===== src/rtl/alu_seq_pkg.sv =====
// Shared types and constants for the ALU byte-stream command sequencer.
// Holds the state encoding, opcode values, guard result values and opcode helpers.
package alu_seq_pkg;

    typedef enum logic [2:0] {
        ST_IDLE    = 3'd0,
        ST_GET_A   = 3'd1,
        ST_GET_B   = 3'd2,
        ST_EXEC    = 3'd3,
        ST_SEND_HI = 3'd4,
        ST_SEND_LO = 3'd5
    } seq_state_e;

    localparam logic [7:0] OP_NOP = 8'd0;
    localparam logic [7:0] OP_ADD = 8'd1;
    localparam logic [7:0] OP_SUB = 8'd2;
    localparam logic [7:0] OP_MUL = 8'd3;
    localparam logic [7:0] OP_DIV = 8'd4;
    localparam logic [7:0] OP_MOD = 8'd5;

    localparam logic [15:0] ERR_DIVZERO_VAL = 16'hFFFF;
    localparam logic [15:0] ERR_BADOP_VAL   = 16'h0000;

    function automatic logic op_is_valid(input logic [7:0] op);
        return (op >= OP_ADD) && (op <= OP_MOD);
    endfunction

    function automatic logic op_is_divide(input logic [7:0] op);
        return (op == OP_DIV) || (op == OP_MOD);
    endfunction

endpackage


===== src/rtl/alu_cmd_timer.sv =====
// Inter-byte idle timer: counts idle cycles while a command is partially received
// and strobes expire on the idle cycle that exhausts the TIMEOUT_CYCLES allowance.
module alu_cmd_timer #(
    parameter int unsigned TIMEOUT_CYCLES = 255,
    parameter int unsigned TO_W           = 8
) (
    input  logic clk,
    input  logic reset,
    input  logic clear,
    input  logic tick,
    output logic expire
);

    localparam logic ENABLED = (TIMEOUT_CYCLES != 32'd0);
    localparam logic [TO_W-1:0] LAST_IDLE =
        TO_W'((TIMEOUT_CYCLES > 32'd0) ? (TIMEOUT_CYCLES - 32'd1) : 32'd0);
    localparam logic [TO_W-1:0] ONE = {{(TO_W-1){1'b0}}, 1'b1};

    logic [TO_W-1:0] count_r;

    // Idle-cycle counter; cleared on traffic or outside the receive states.
    always_ff @(posedge clk or posedge reset) begin
        if (reset) begin
            count_r <= '0;
        end else if (clear) begin
            count_r <= '0;
        end else if (tick && ENABLED) begin
            count_r <= count_r + ONE;
        end else begin
            count_r <= count_r;
        end
    end

    // The current idle cycle is the last one allowed: abort at this edge.
    always_comb begin
        expire = 1'b0;
        if (ENABLED && tick && !clear && (count_r == LAST_IDLE)) begin
            expire = 1'b1;
        end else begin
            expire = 1'b0;
        end
    end

endmodule


===== src/rtl/alu_cmd_sequencer.sv =====
// Byte-stream front end for the 8-bit ALU: collects opcode/A/B, drives the ALU
// from registers, guards bad opcodes and divide-by-zero, streams the result out.
module alu_cmd_sequencer
    import alu_seq_pkg::*;
#(
    parameter int unsigned TIMEOUT_CYCLES = 255,
    parameter int unsigned TO_W           = 8
) (
    input  logic        clk,
    input  logic        reset,
    input  logic [7:0]  in_data,
    input  logic        in_valid,
    output logic        in_ready,
    output logic [7:0]  alu_data1,
    output logic [7:0]  alu_data2,
    output logic [7:0]  alu_control,
    input  logic [15:0] alu_result,
    output logic [7:0]  out_data,
    output logic        out_valid,
    input  logic        out_ready,
    output logic        out_last,
    output logic        out_err,
    output logic        busy,
    output logic        timeout_pulse
);

    seq_state_e  state_r;
    seq_state_e  state_next_s;

    logic [7:0]  alu_control_r;
    logic [7:0]  alu_data1_r;
    logic [7:0]  alu_data2_r;
    logic [15:0] result_r;
    logic        err_r;

    logic        in_ready_r;
    logic [7:0]  out_data_r;
    logic        out_valid_r;
    logic        out_last_r;
    logic        out_err_r;
    logic        busy_r;
    logic        timeout_pulse_r;

    logic        xfer_s;
    logic        accept_s;
    logic        receiving_s;
    logic        expire_s;
    logic        abort_s;
    logic [15:0] res_calc_s;
    logic        err_calc_s;
    logic [15:0] res_next_s;
    logic        err_next_s;

    assign xfer_s      = in_valid && in_ready_r;
    assign accept_s    = out_valid_r && out_ready;
    assign receiving_s = (state_r == ST_GET_A) || (state_r == ST_GET_B);

    alu_cmd_timer #(
        .TIMEOUT_CYCLES (TIMEOUT_CYCLES),
        .TO_W           (TO_W)
    ) u_timer (
        .clk    (clk),
        .reset  (reset),
        .clear  (xfer_s || !receiving_s),
        .tick   (receiving_s && !xfer_s),
        .expire (expire_s)
    );

    // Next-state logic for the command FSM.
    always_comb begin
        state_next_s = state_r;
        abort_s      = 1'b0;
        case (state_r)
            ST_IDLE: begin
                if (xfer_s) state_next_s = ST_GET_A;
                else        state_next_s = ST_IDLE;
            end
            ST_GET_A: begin
                if (xfer_s) begin
                    state_next_s = ST_GET_B;
                end else if (expire_s) begin
                    state_next_s = ST_IDLE;
                    abort_s      = 1'b1;
                end else begin
                    state_next_s = ST_GET_A;
                end
            end
            ST_GET_B: begin
                if (xfer_s) begin
                    state_next_s = ST_EXEC;
                end else if (expire_s) begin
                    state_next_s = ST_IDLE;
                    abort_s      = 1'b1;
                end else begin
                    state_next_s = ST_GET_B;
                end
            end
            ST_EXEC: begin
                state_next_s = ST_SEND_HI;
            end
            ST_SEND_HI: begin
                if (accept_s) state_next_s = ST_SEND_LO;
                else          state_next_s = ST_SEND_HI;
            end
            ST_SEND_LO: begin
                if (accept_s) state_next_s = ST_IDLE;
                else          state_next_s = ST_SEND_LO;
            end
            default: begin
                state_next_s = ST_IDLE;
            end
        endcase
    end

    // Guarded result: the ALU output is only trusted for defined operations.
    always_comb begin
        res_calc_s = alu_result;
        err_calc_s = 1'b0;
        if (!op_is_valid(alu_control_r)) begin
            res_calc_s = ERR_BADOP_VAL;
            err_calc_s = 1'b1;
        end else if (op_is_divide(alu_control_r) && (alu_data2_r == 8'h00)) begin
            res_calc_s = ERR_DIVZERO_VAL;
            err_calc_s = 1'b1;
        end else begin
            res_calc_s = alu_result;
            err_calc_s = 1'b0;
        end
    end

    // Result as it will be after this edge, so output bytes can be registered.
    always_comb begin
        res_next_s = result_r;
        err_next_s = err_r;
        if (state_r == ST_EXEC) begin
            res_next_s = res_calc_s;
            err_next_s = err_calc_s;
        end else begin
            res_next_s = result_r;
            err_next_s = err_r;
        end
    end

    // FSM state register.
    always_ff @(posedge clk or posedge reset) begin
        if (reset) state_r <= ST_IDLE;
        else       state_r <= state_next_s;
    end

    // Command capture and result registers; ALU inputs hold until overwritten.
    always_ff @(posedge clk or posedge reset) begin
        if (reset) begin
            alu_control_r <= 8'h00;
            alu_data1_r   <= 8'h00;
            alu_data2_r   <= 8'h00;
            result_r      <= 16'h0000;
            err_r         <= 1'b0;
        end else begin
            if (xfer_s && (state_r == ST_IDLE))  alu_control_r <= in_data;
            else                                 alu_control_r <= alu_control_r;
            if (xfer_s && (state_r == ST_GET_A)) alu_data1_r <= in_data;
            else                                 alu_data1_r <= alu_data1_r;
            if (xfer_s && (state_r == ST_GET_B)) alu_data2_r <= in_data;
            else                                 alu_data2_r <= alu_data2_r;
            result_r <= res_next_s;
            err_r    <= err_next_s;
        end
    end

    // Handshake and stream outputs, registered from the next state.
    always_ff @(posedge clk or posedge reset) begin
        if (reset) begin
            in_ready_r      <= 1'b0;
            out_data_r      <= 8'h00;
            out_valid_r     <= 1'b0;
            out_last_r      <= 1'b0;
            out_err_r       <= 1'b0;
            busy_r          <= 1'b0;
            timeout_pulse_r <= 1'b0;
        end else begin
            in_ready_r      <= (state_next_s == ST_IDLE) || (state_next_s == ST_GET_A) ||
                               (state_next_s == ST_GET_B);
            out_valid_r     <= (state_next_s == ST_SEND_HI) || (state_next_s == ST_SEND_LO);
            out_last_r      <= (state_next_s == ST_SEND_LO);
            busy_r          <= (state_next_s != ST_IDLE);
            timeout_pulse_r <= abort_s;
            case (state_next_s)
                ST_SEND_HI: begin
                    out_data_r <= res_next_s[15:8];
                    out_err_r  <= err_next_s;
                end
                ST_SEND_LO: begin
                    out_data_r <= res_next_s[7:0];
                    out_err_r  <= err_next_s;
                end
                default: begin
                    out_data_r <= 8'h00;
                    out_err_r  <= 1'b0;
                end
            endcase
        end
    end

    assign in_ready      = in_ready_r;
    assign alu_control   = alu_control_r;
    assign alu_data1     = alu_data1_r;
    assign alu_data2     = alu_data2_r;
    assign out_data      = out_data_r;
    assign out_valid     = out_valid_r;
    assign out_last      = out_last_r;
    assign out_err       = out_err_r;
    assign busy          = busy_r;
    assign timeout_pulse = timeout_pulse_r;

endmodule

===== config.mk =====
export PLATFORM = sky130hd
export DESIGN_NAME = alu_cmd_sequencer
export DESIGN_NICKNAME = d
export VERILOG_FILES = /design/src/rtl/alu_seq_pkg.sv /design/src/rtl/alu_cmd_timer.sv /design/src/rtl/alu_cmd_sequencer.sv
export SDC_FILE = /design/constraint.sdc
export NUM_CORES = 1
export LEC_CHECK = 0
export ABC_CLOCK_PERIOD_IN_PS = 2700
export CAP_MARGIN = 10
export CORE_MARGIN = 3
export CORE_UTILIZATION = 29
export DETAILED_ROUTE_END_ITERATION = 7
export PLACE_DENSITY_LB_ADDON = 0.3
export SKIP_CTS_REPAIR_TIMING = 1
export SLEW_MARGIN = 20
export SYNTH_ARGS = -nofsm -noshare
export SYNTH_HDL_FRONTEND = slang
export SYNTH_HIERARCHICAL = 1
export SYNTH_SLANG_ARGS = --single-unit

===== constraint.sdc =====
create_clock -name clk -period 2.7 [get_ports clk]
set_input_delay 0.54 -clock clk [delete_from_list [all_inputs] [get_ports clk]]
set_output_delay 0.54 -clock clk [all_outputs]
set_load 0.005 [all_outputs]

==> results of run 1 <==
layout by cell type (no fill, tap or decap), types with 2 or more instances in the layout:
| cell | instances |
|---|---|
| o21ai_0 | 6 |
| nand2_1 | 21 |
| or3_1 | 5 |
| and2_1 | 3 |
| nand4_1 | 2 |
| nor2_1 | 8 |
| clkinv_2 | 2 |
| a21oi_1 | 23 |
| a211oi_1 | 2 |
| mux2_2 | 24 |
| clkdlybuf4s50_1 | 65 |
| ha_1 | 2 |
| dfrtp_1 | 66 |
| xor2_1 | 3 |
| a22oi_4 | 2 |
| nand3_1 | 2 |
| a22oi_2 | 8 |
| clkbuf_8 | 12 |
| nor4_2 | 2 |
| xnor2_1 | 2 |
| nand2b_1 | 2 |
| clkbuf_1 | 2 |
| a22oi_1 | 6 |
| a22o_1 | 8 |
| inv_1 | 4 |
| buf_4 | 10 |
logic make-up (layout without fill, tap and decap cells):
group | Yosys count | in the layout | share of synthesized area
AOI/OAI and AO/OA | 61 | 61 | 0.159
xor gates and xnor gates | 5 | 5 | 0.0148
adders and majority gates | 2 | 2 | 0.00843
buffers and inverters | 17 | 97 | 0.0367
DFF | 66 | 66 | 0.557
muxes | 24 | 24 | 0.0911
and+or+nand+nor | 58 | 58 | 0.133
per-layer routing:
layer,vias up,global-route usage,share of wire
met5,-,0,0
met4,0,0.0466,0.014
met3,8,0.0464,0.068
met2,55,0.190,0.47
met1,988,0.149,0.45
li1,993,-,-
sequential cells by signal (all words and copies together) (netlist names):
name / count
busy: 1
err_r: 1
out_last: 1
out_valid: 1
alu_data1: 8
state_r: 3
out_err: 1
in_ready: 1
timeout_pulse: 1
alu_control: 8
u_timer/count_r: 8
alu_data2: 8
out_data: 8
result_r: 16
cell usage after synthesis, types with 4 or more instances:
cell type  count  area share
nor2_1         8       0.010
a22oi_1        6       0.015
a22o_1         8       0.024
inv_1          5      0.0063
mux2_2        24       0.091
buf_6          4       0.015
or3_1          5       0.011
o21ai_0        6       0.010
dfrtp_1       66        0.56
a22oi_2        8       0.034
a21oi_1       23       0.039
nand2_1       21       0.027
worst register-to-register path: cells and delay by family (launching register included):
family | cells | cell delay [ns]
compound gates | 4 | 0.69
buf+inv | 1 | 0.24
flops | 1 | 0.53
simple gates | 4 | 0.89
power groups by stage:
stage	combinational [mW]	clock, mW	sequential (mW)
after global routing	1.42	0.829	1.52
after global placement	1.31	0	1.49
after floorplan	0.716	0	1.45
after detailed placement	1.32	0	1.49
final	1.31	0.755	1.48
after CTS	1.33	0.792	1.48
worst max-delay path by stage:
stage	from	end	slack (ns)	cells after the start
floorplan	state_r[0]	busy	0.34	11
global placement	in_valid	busy	0.02	9
detailed placement	in_valid	busy	-0.11	9
CTS	state_r[1]	busy	0.22	9
global route	state_r[1]	busy	0.0003	9
finish	state_r[1]	busy	0.23	9
area by class of cell:
type / count / area share
Sequential cell: 66 / 0.418
Multi-Input combinational cell: 150 / 0.305
Timing Repair Buffer: 75 / 0.183
Clock buffer: 14 / 0.0437
Tap cell: 133 / 0.0421
Inverter: 6 / 0.00569
Clock inverter: 2 / 0.00253
==> metrics.cfg, run 1 <==
[global_route]
grt_max_degree=36
grt_pass1_vias=2161
grt_antenna_before_repair=0
grt_pass1_wl_um=10800
grt_use_total=0.121
overflow=0

[final_layout]
register_area_um2=1650
final_util=0.401
fin_cells=446
final_nets=338
fillers=945
multi_input_area_um2=1210
final_cell_area_um2=3960
drive_gt1_frac=0.233
area_growth_pct=33.3
n_antenna_cell=0

[sta]
clock.fmax_mhz=405
final-max-slew-violation-count=0
hold_slack_ns=0.497
hold_violations=0
slew-limit-headroom=0.495
fin_crit_sh=0.915
setup_ws_ns=0.230
tightestPinTransition_ns=0.755
skew_ns=0.00592
setup_tns_ns=0
period_minus_slack_ns=2.47
rsz0062_at_grt=false
setup_violations=0

[detailed_routing]
drt_first_pass_iters=4
wire_per_inst_um=14.7
wl_um=6550
vias=2044
ant_nets=0
drc=0
detail_route.vias_per_cell=4.58
drtIter0Drc=44

[logic_synthesis]
synth_edf_count=0
synth_cell_type_count=45
synth_ff_type=dfrtp_1
synthesis.area_um2=2970
syn_area_per_cell_um2=12.7
yosysSeqAreaShare=0.557
synthArstFlopShare=1.00
ys_ff_latch=66
ys_warn_count=6
syn_nets=263
netlist_instances=233

[worst_setup_path]
crit_arrival_ns=2.68
crit_type=flip-flop to flip-flop
cp-end-kind=flip-flop
reg2reg_from=state_r[1]
crit_path_start_kind=flip-flop
worst-path-max-fanout=9
path_buf_inv=1
rrSetupSlack_ns=0.23
cp_slowest_stage_delay_ns=0.53
worstPathCellList=nand2b_1 > a221oi_1 > buf_4 > nand4b_1 > nor3_1 > a211oi_1 > a21oi_1 > o21ai_0 > or3_1
cp_data_required_time_ns=2.91
ff2ff_path_depth=9
path_delay_family=simple AND/OR/NAND/NOR gates
slowest_stage=dfrtp_1
rr_endpoint=busy

[min_path]
min_path_type=primary input to async pin

[placement]
routabilityCongestion=0.710
dp_cells=430
place_ws_ns=-0.111
dpl-instance-area_um2=3770
port_buffers=65
hpwl_um=4500

[floorplanning]
die_area_um2=11500
start_util=0.301
die_x_um=107
fp.dieH_um=107
ioPinCount=66
rows=36
core_um2=9860

[cts]
clk_pin_slew_worst_paths_ns=0.07
clock_path_buffers=2
cts_tree=yes
htreeDepth=3
cts_buffers=9
clk_latency_ns=0.33
clkSinkCount=66
cts_root_buffer=clkbuf_8

[power]
clkPwrFrac=0.213
leakage_nw=1.66
max-vdd-ir-drop_mv=0.517
p_seq_frac=0.417
swShare=0.312
power_density_nw_per_um2=895
power.total_mw=3.54
power_switching_mw=1.11
p_int_mw=2.43
power_frac_comb=0.370

[status]
outcome=completed

[flow_run]
cap_violations=0

Note: power is estimated with default switching activity, not from simulation.
==> run 2: changes to the inputs <==
--- a/config.mk
+++ b/config.mk
@@ -5,7 +5,6 @@
 export SDC_FILE = /design/constraint.sdc
 export NUM_CORES = 1
 export LEC_CHECK = 0
-export ABC_CLOCK_PERIOD_IN_PS = 2700
 export CAP_MARGIN = 10
 export CORE_MARGIN = 3
 export CORE_UTILIZATION = 29
==> constraint.sdc (replaced) <==
create_clock -name clk -period 3.1 [get_ports clk]
set_input_delay 0.62 -clock clk [delete_from_list [all_inputs] [get_ports clk]]
set_output_delay 0.62 -clock clk [all_outputs]
set_load 0.005 [all_outputs]
==> run 2 against run 1 <==
Against the previous run: via count up 0.83%; count of clock-buffer cells in the layout down 1; clock skew up 0.0023 ns; die area unchanged; global-route usage up 0.42 points; core utilization down 0.37 points; design area down 0.92%; sequential share of layout area up 0.39 points; worst hold slack worse by 0.00055 ns; largest power group unchanged.
==> metrics.cfg, run 2 (synthesis gave the netlist of run 1 again) <==
[floorplanning]
core_um2=9860  ; unchanged
die_area_um2=11500  ; unchanged
rows=36  ; unchanged
start_util=0.301  ; unchanged
die_x_um=107  ; unchanged
fp.dieH_um=107  ; unchanged
ioPinCount=66  ; unchanged

[final_layout]
largest_reg_flops=16  ; unchanged
final_cell_mix=66 x dfrtp_1, 65 x clkdlybuf4s50_1, 24 x mux2_2, 23 x a21oi_1, 21 x nand2_1
fin_cells=440  ; -1.3%
regMostFlops=result_r
final_nets=333  ; -1.5%
multi_input_area_um2=1210  ; unchanged
area_growth_pct=32.1
fillers=937  ; -0.85%
register_area_um2=1650  ; unchanged
n_antenna_cell=0  ; unchanged
final_common_cell=dfrtp_1
drive_gt1_frac=0.218  ; -0.0150

[detailed_routing]
ant_nets=0  ; unchanged
met2_length_um=3090  ; +0.75%
vias=2061  ; +0.83%
wl_met3_um=354  ; -20%
drc=0  ; unchanged
detail_route.vias_per_cell=4.68  ; +2.2%
drtIter0Drc=63  ; +43%
highest_layer=met4
wl_um=6640  ; +1.3%
drt_first_pass_iters=4  ; unchanged
drt-met1-wl_um=3090  ; +5.0%
wire_per_inst_um=15.1  ; +2.7%

[worst_setup_path]
path_buf_inv=1  ; unchanged
cp_slowest_stage_delay_ns=0.54  ; about the same
ff2ff_path_depth=9  ; unchanged
slowest_stage=dfrtp_1
worstPathCellList=nand2b_1 > a221oi_1 > inv_1 > nand4b_1 > nor3_1 > a211oi_1 > a21oi_1 > o21ai_0 > or3_1
crit_arrival_ns=2.79  ; +0.11 ns
crit_path_start_kind=flip-flop
crit_type=flip-flop to flip-flop
cp_data_required_time_ns=3.31  ; +0.40 ns
cp-end-kind=flip-flop
path_delay_family=simple AND/OR/NAND/NOR gates
path_depth=9  ; unchanged
worst-path-max-fanout=9  ; unchanged

[sta]
hold_slack_ns=0.497  ; -0.000551 ns
final-max-slew-violation-count=0  ; unchanged
skew_ns=0.00824  ; +0.00232 ns
fin_crit_sh=0.833  ; -0.0815
setup_violations=0  ; unchanged
slew-limit-headroom=0.500  ; +0.00478
rsz0062_at_grt=false
tightestPinTransition_ns=0.746  ; -0.00887 ns
clock.fmax_mhz=387  ; -4.4%
period_minus_slack_ns=2.58  ; +0.113 ns
hold_violations=0  ; unchanged
setup_tns_ns=0  ; unchanged
setup_ws_ns=0.517  ; +0.287 ns

[global_route]
grt_antenna_before_repair=0  ; unchanged
grt_pass1_wl_um=11200  ; +4.0%
grt_max_degree=36  ; unchanged
overflow=0  ; unchanged
grt_pass1_vias=2217  ; +2.6%
grt_use_total=0.125  ; +0.00424

[cts]
cts_root_buffer=clkbuf_8
htreeDepth=3  ; unchanged
cts_tree=yes
cts_buffers=9  ; unchanged
clkSinkCount=66  ; unchanged
clock_path_buffers=2  ; unchanged
clk_pin_slew_worst_paths_ns=0.07  ; about the same
clk_latency_ns=0.33  ; about the same

[placement]
routabilityCongestion=0.702  ; -1.2%
dp_cells=425  ; -1.2%
hpwl_um=4530  ; +0.82%
port_buffers=65  ; unchanged
place_ws_ns=0.163  ; +0.274 ns

[power]
power_density_nw_per_um2=773  ; -14%
leakage_nw=1.62  ; -1.9%
max-vdd-ir-drop_mv=0.338  ; -35%

[min_path]
hold_depth=1
min_path_type=flip-flop to flip-flop

[flow_run]
cap_violations=0  ; unchanged

[status]
outcome=completed

run 2: cell count changes in the layout (fill, tap and decap cells not counted), sizes merged:
cell / change
buf: -5
clkinvlp: +1
clkinv: -1
clkbuf: -1
run 2: area by class of cell:
cell class | instances | area share
flip-flops and latches | 66 | 0.421
multi-input cells | 150 | 0.308
repair buffers | 70 | 0.179
well taps | 133 | 0.0425
clock buffers | 13 | 0.0405
inverters | 6 | 0.00575
clock inverters | 2 | 0.00319
run 2: layer usage:
layer | GRT usage | vias to the layer above
met2 | 0.197 | 55
met3 | 0.0361 | 10
met5 | 0 | -
met4 | 0.0548 | 0
li1 | - | 989
met1 | 0.159 | 1007
run 2: report_power, final:
| group | total (mW) | switching [mW] | leakage [nW] | internal (mW) |
|---|---|---|---|---|
| combinational | 1.08 | 0.418 | 0.681 | 0.659 |
| sequential | 1.32 | 0.234 | 0.858 | 1.08 |
| clock | 0.635 | 0.306 | 0.0855 | 0.329 |
run 2: per-stage QoR:
| stage | total power [mW] | area (um^2) | utilization |
|---|---|---|---|
| floorplan | 1.89 | 2970 | - |
| global placement | 2.41 | 3750 | 0.380 |
| detailed placement | 2.43 | 3750 | 0.380 |
| CTS | 3.10 | 3920 | 0.397 |
| global route | 3.25 | 3920 | 0.397 |
| finish | 3.03 | 3920 | 0.397 |
run 2: worst paths after layout:
check	to	from	slack (ns)
worst max-delay path	busy	state_r[0]	0.52
worst min-delay path	err_r	err_r	0.50
worst max register to register	busy	state_r[0]	0.52
worst min register to register	err_r	err_r	0.50
max in group asynchronous	result_r[10]	reset	1.80
min in group asynchronous	u_timer/count_r[1]	reset	0.58
==> run 3: changes to the inputs <==
==> constraint.sdc (replaced) <==
create_clock -name clk -period 2.4 [get_ports clk]
set_input_delay 0.48 -clock clk [delete_from_list [all_inputs] [get_ports clk]]
set_output_delay 0.48 -clock clk [all_outputs]
set_load 0.005 [all_outputs]
==> run 3 against run 2 <==
Against the previous run: critical path depth unchanged; combinational power up 41%; register-to-register slack worse by 0.31 ns; global-route usage up 0.48 points; wire length about the same; die area unchanged; largest cell class unchanged; largest power group unchanged.
==> metrics.cfg, run 3 (synthesis gave the netlist of run 1 again) <==
[global_route]
overflow=0  ; unchanged
grt_use_total=0.130  ; +0.00477
met2_usage=0.206  ; +0.00849
grt_pass1_wl_um=11600  ; +3.7%
grt_antenna_before_repair=0  ; unchanged
grt_pass1_vias=2289  ; +3.2%
gr-usage-met3=0.0415  ; +0.00542
use_met1=0.165  ; +0.00599
grt_max_degree=36  ; unchanged
grt-busiest-layer=met2

[cts]
clk_pin_slew_worst_paths_ns=0.07  ; about the same
cts_root_buffer=clkbuf_8
cts_buffers=9  ; unchanged
clk_latency_ns=0.33  ; about the same
htreeDepth=3  ; unchanged
cts_tree=yes
clkSinkCount=66  ; unchanged
clock_path_buffers=2  ; unchanged

[floorplanning]
fp.dieH_um=107  ; unchanged
start_util=0.301  ; unchanged
die_area_um2=11500  ; unchanged
rows=36  ; unchanged
ioPinCount=66  ; unchanged
core_um2=9860  ; unchanged
die_x_um=107  ; unchanged

[worst_setup_path]
rrSetupSlack_ns=0.21  ; -0.31 ns
crit_path_start_kind=flip-flop
ff2ff_path_depth=9  ; unchanged
cp-end-kind=flip-flop
reg2reg_from=state_r[0]
rr_endpoint=busy
cp_data_required_time_ns=2.61  ; -0.70 ns
crit_type=flip-flop to flip-flop
crit_arrival_ns=2.40  ; -0.39 ns
worst-path-max-fanout=3  ; -6

[final_layout]
regMostFlops=result_r
largest_reg_flops=16  ; unchanged
n_antenna_cell=0  ; unchanged
register_area_um2=1650  ; unchanged
final_common_cell=dfrtp_1
final_util=0.407  ; +0.00951
final_nets=341  ; +2.4%
area_growth_pct=35.3
fin_cells=449  ; +2.0%
fillers=933  ; -0.43%
final_cell_mix=66 x dfrtp_1, 65 x clkdlybuf4s50_1, 24 x mux2_2, 23 x a21oi_1, 21 x nand2_1
drive_gt1_frac=0.237  ; +0.0191
multi_input_area_um2=1210  ; +0.41%

[placement]
routabilityCongestion=0.754  ; +7.5%
place_ws_ns=-0.234  ; -0.397 ns
port_buffers=65  ; unchanged
hpwl_um=4610  ; +1.7%
dp_cells=433  ; +1.9%

[detailed_routing]
drtIter0Drc=100  ; +59%
drt_first_pass_iters=4  ; unchanged
wire_per_inst_um=14.8  ; -1.9%
wl_um=6640  ; about the same
ant_nets=0  ; unchanged
vias=2061  ; unchanged
drc=0  ; unchanged
detail_route.vias_per_cell=4.59  ; -2.0%

[flow_run]
cap_violations=0  ; unchanged

[sta]
setup_violations=0  ; unchanged
rsz0062_at_grt=false
skew_ns=0.0114  ; +0.00313 ns
clock.fmax_mhz=457  ; +18%
period_minus_slack_ns=2.19  ; -0.394 ns
tightestPinTransition_ns=0.715  ; -0.0314 ns
hold_violations=0  ; unchanged
fin_crit_sh=0.912  ; +0.0787
setup_ws_ns=0.211  ; -0.306 ns
final-max-slew-violation-count=0  ; unchanged
slew-limit-headroom=0.522  ; +0.0222

[power]
power_density_nw_per_um2=1040  ; +35%
leakage_nw=1.68  ; +3.4%
max-vdd-ir-drop_mv=0.485  ; +43%
power.total_mw=4.18  ; +38%

[status]
outcome=completed

[min_path]
min_path_type=primary input to async pin

[run 3: how the worst max path moves through the flow]
stage	slack (ns)	to	startpoint	cells past startpoint
floorplan	0.04	busy	state_r[0]	11
global placement	-0.13	busy	in_valid	9
detailed placement	-0.23	busy	in_valid	9
CTS	0.11	busy	state_r[0]	9
global route	0.001	busy	state_r[0]	9
finish	0.21	busy	state_r[0]	9
[run 3: metal layers]
metal | vias up | share of wire | wire length [um]
li1 | 1005 | - | -
met1 | 992 | 0.46 | 3030
met2 | 56 | 0.47 | 3100
met3 | 8 | 0.063 | 416
met4 | 0 | 0.014 | 94
met5 | - | 0 | 0
[run 3: stage by stage]
step | hold WS [ns] | area, um^2 | setup TNS (ns)
after CTS | 0.331 | 4010 | 0
after global placement | 0.474 | 3790 | -0.126
after detailed placement | 0.492 | 3790 | -0.234
after floorplan | 0.296 | 2970 | 0
final | 0.344 | 4010 | 0
after global routing | 0.342 | 4010 | 0
[run 3: area by class of cell]
cell class	count	share of cell area
Inverter	6	0.00561
Clock buffer	14	0.0380
Clock inverter	2	0.0150
Tap cell	133	0.0415
Timing Repair Buffer	78	0.186
Multi-Input combinational cell	150	0.302
Sequential cell	66	0.412
[run 3: critical path, cell delays in order, from the launching register on]
cell	delay, ns
dfrtp_1	0.43
nand2b_1	0.18
a221oi_1	0.33
inv_1	0.10
nand4b_1	0.20
nor3_2	0.17
a211oi_1	0.08
a21oi_1	0.11
o21ai_0	0.10
or3_1	0.38
[run 3: where the power goes]
| group | switching (mW) | total, mW | internal (mW) |
|---|---|---|---|
| Clock | 0.405 | 1.02 | 0.617 |
| Sequential | 0.247 | 1.64 | 1.40 |
| Combinational | 0.610 | 1.52 | 0.905 |
| Total | 1.26 | 4.18 | 2.92 |
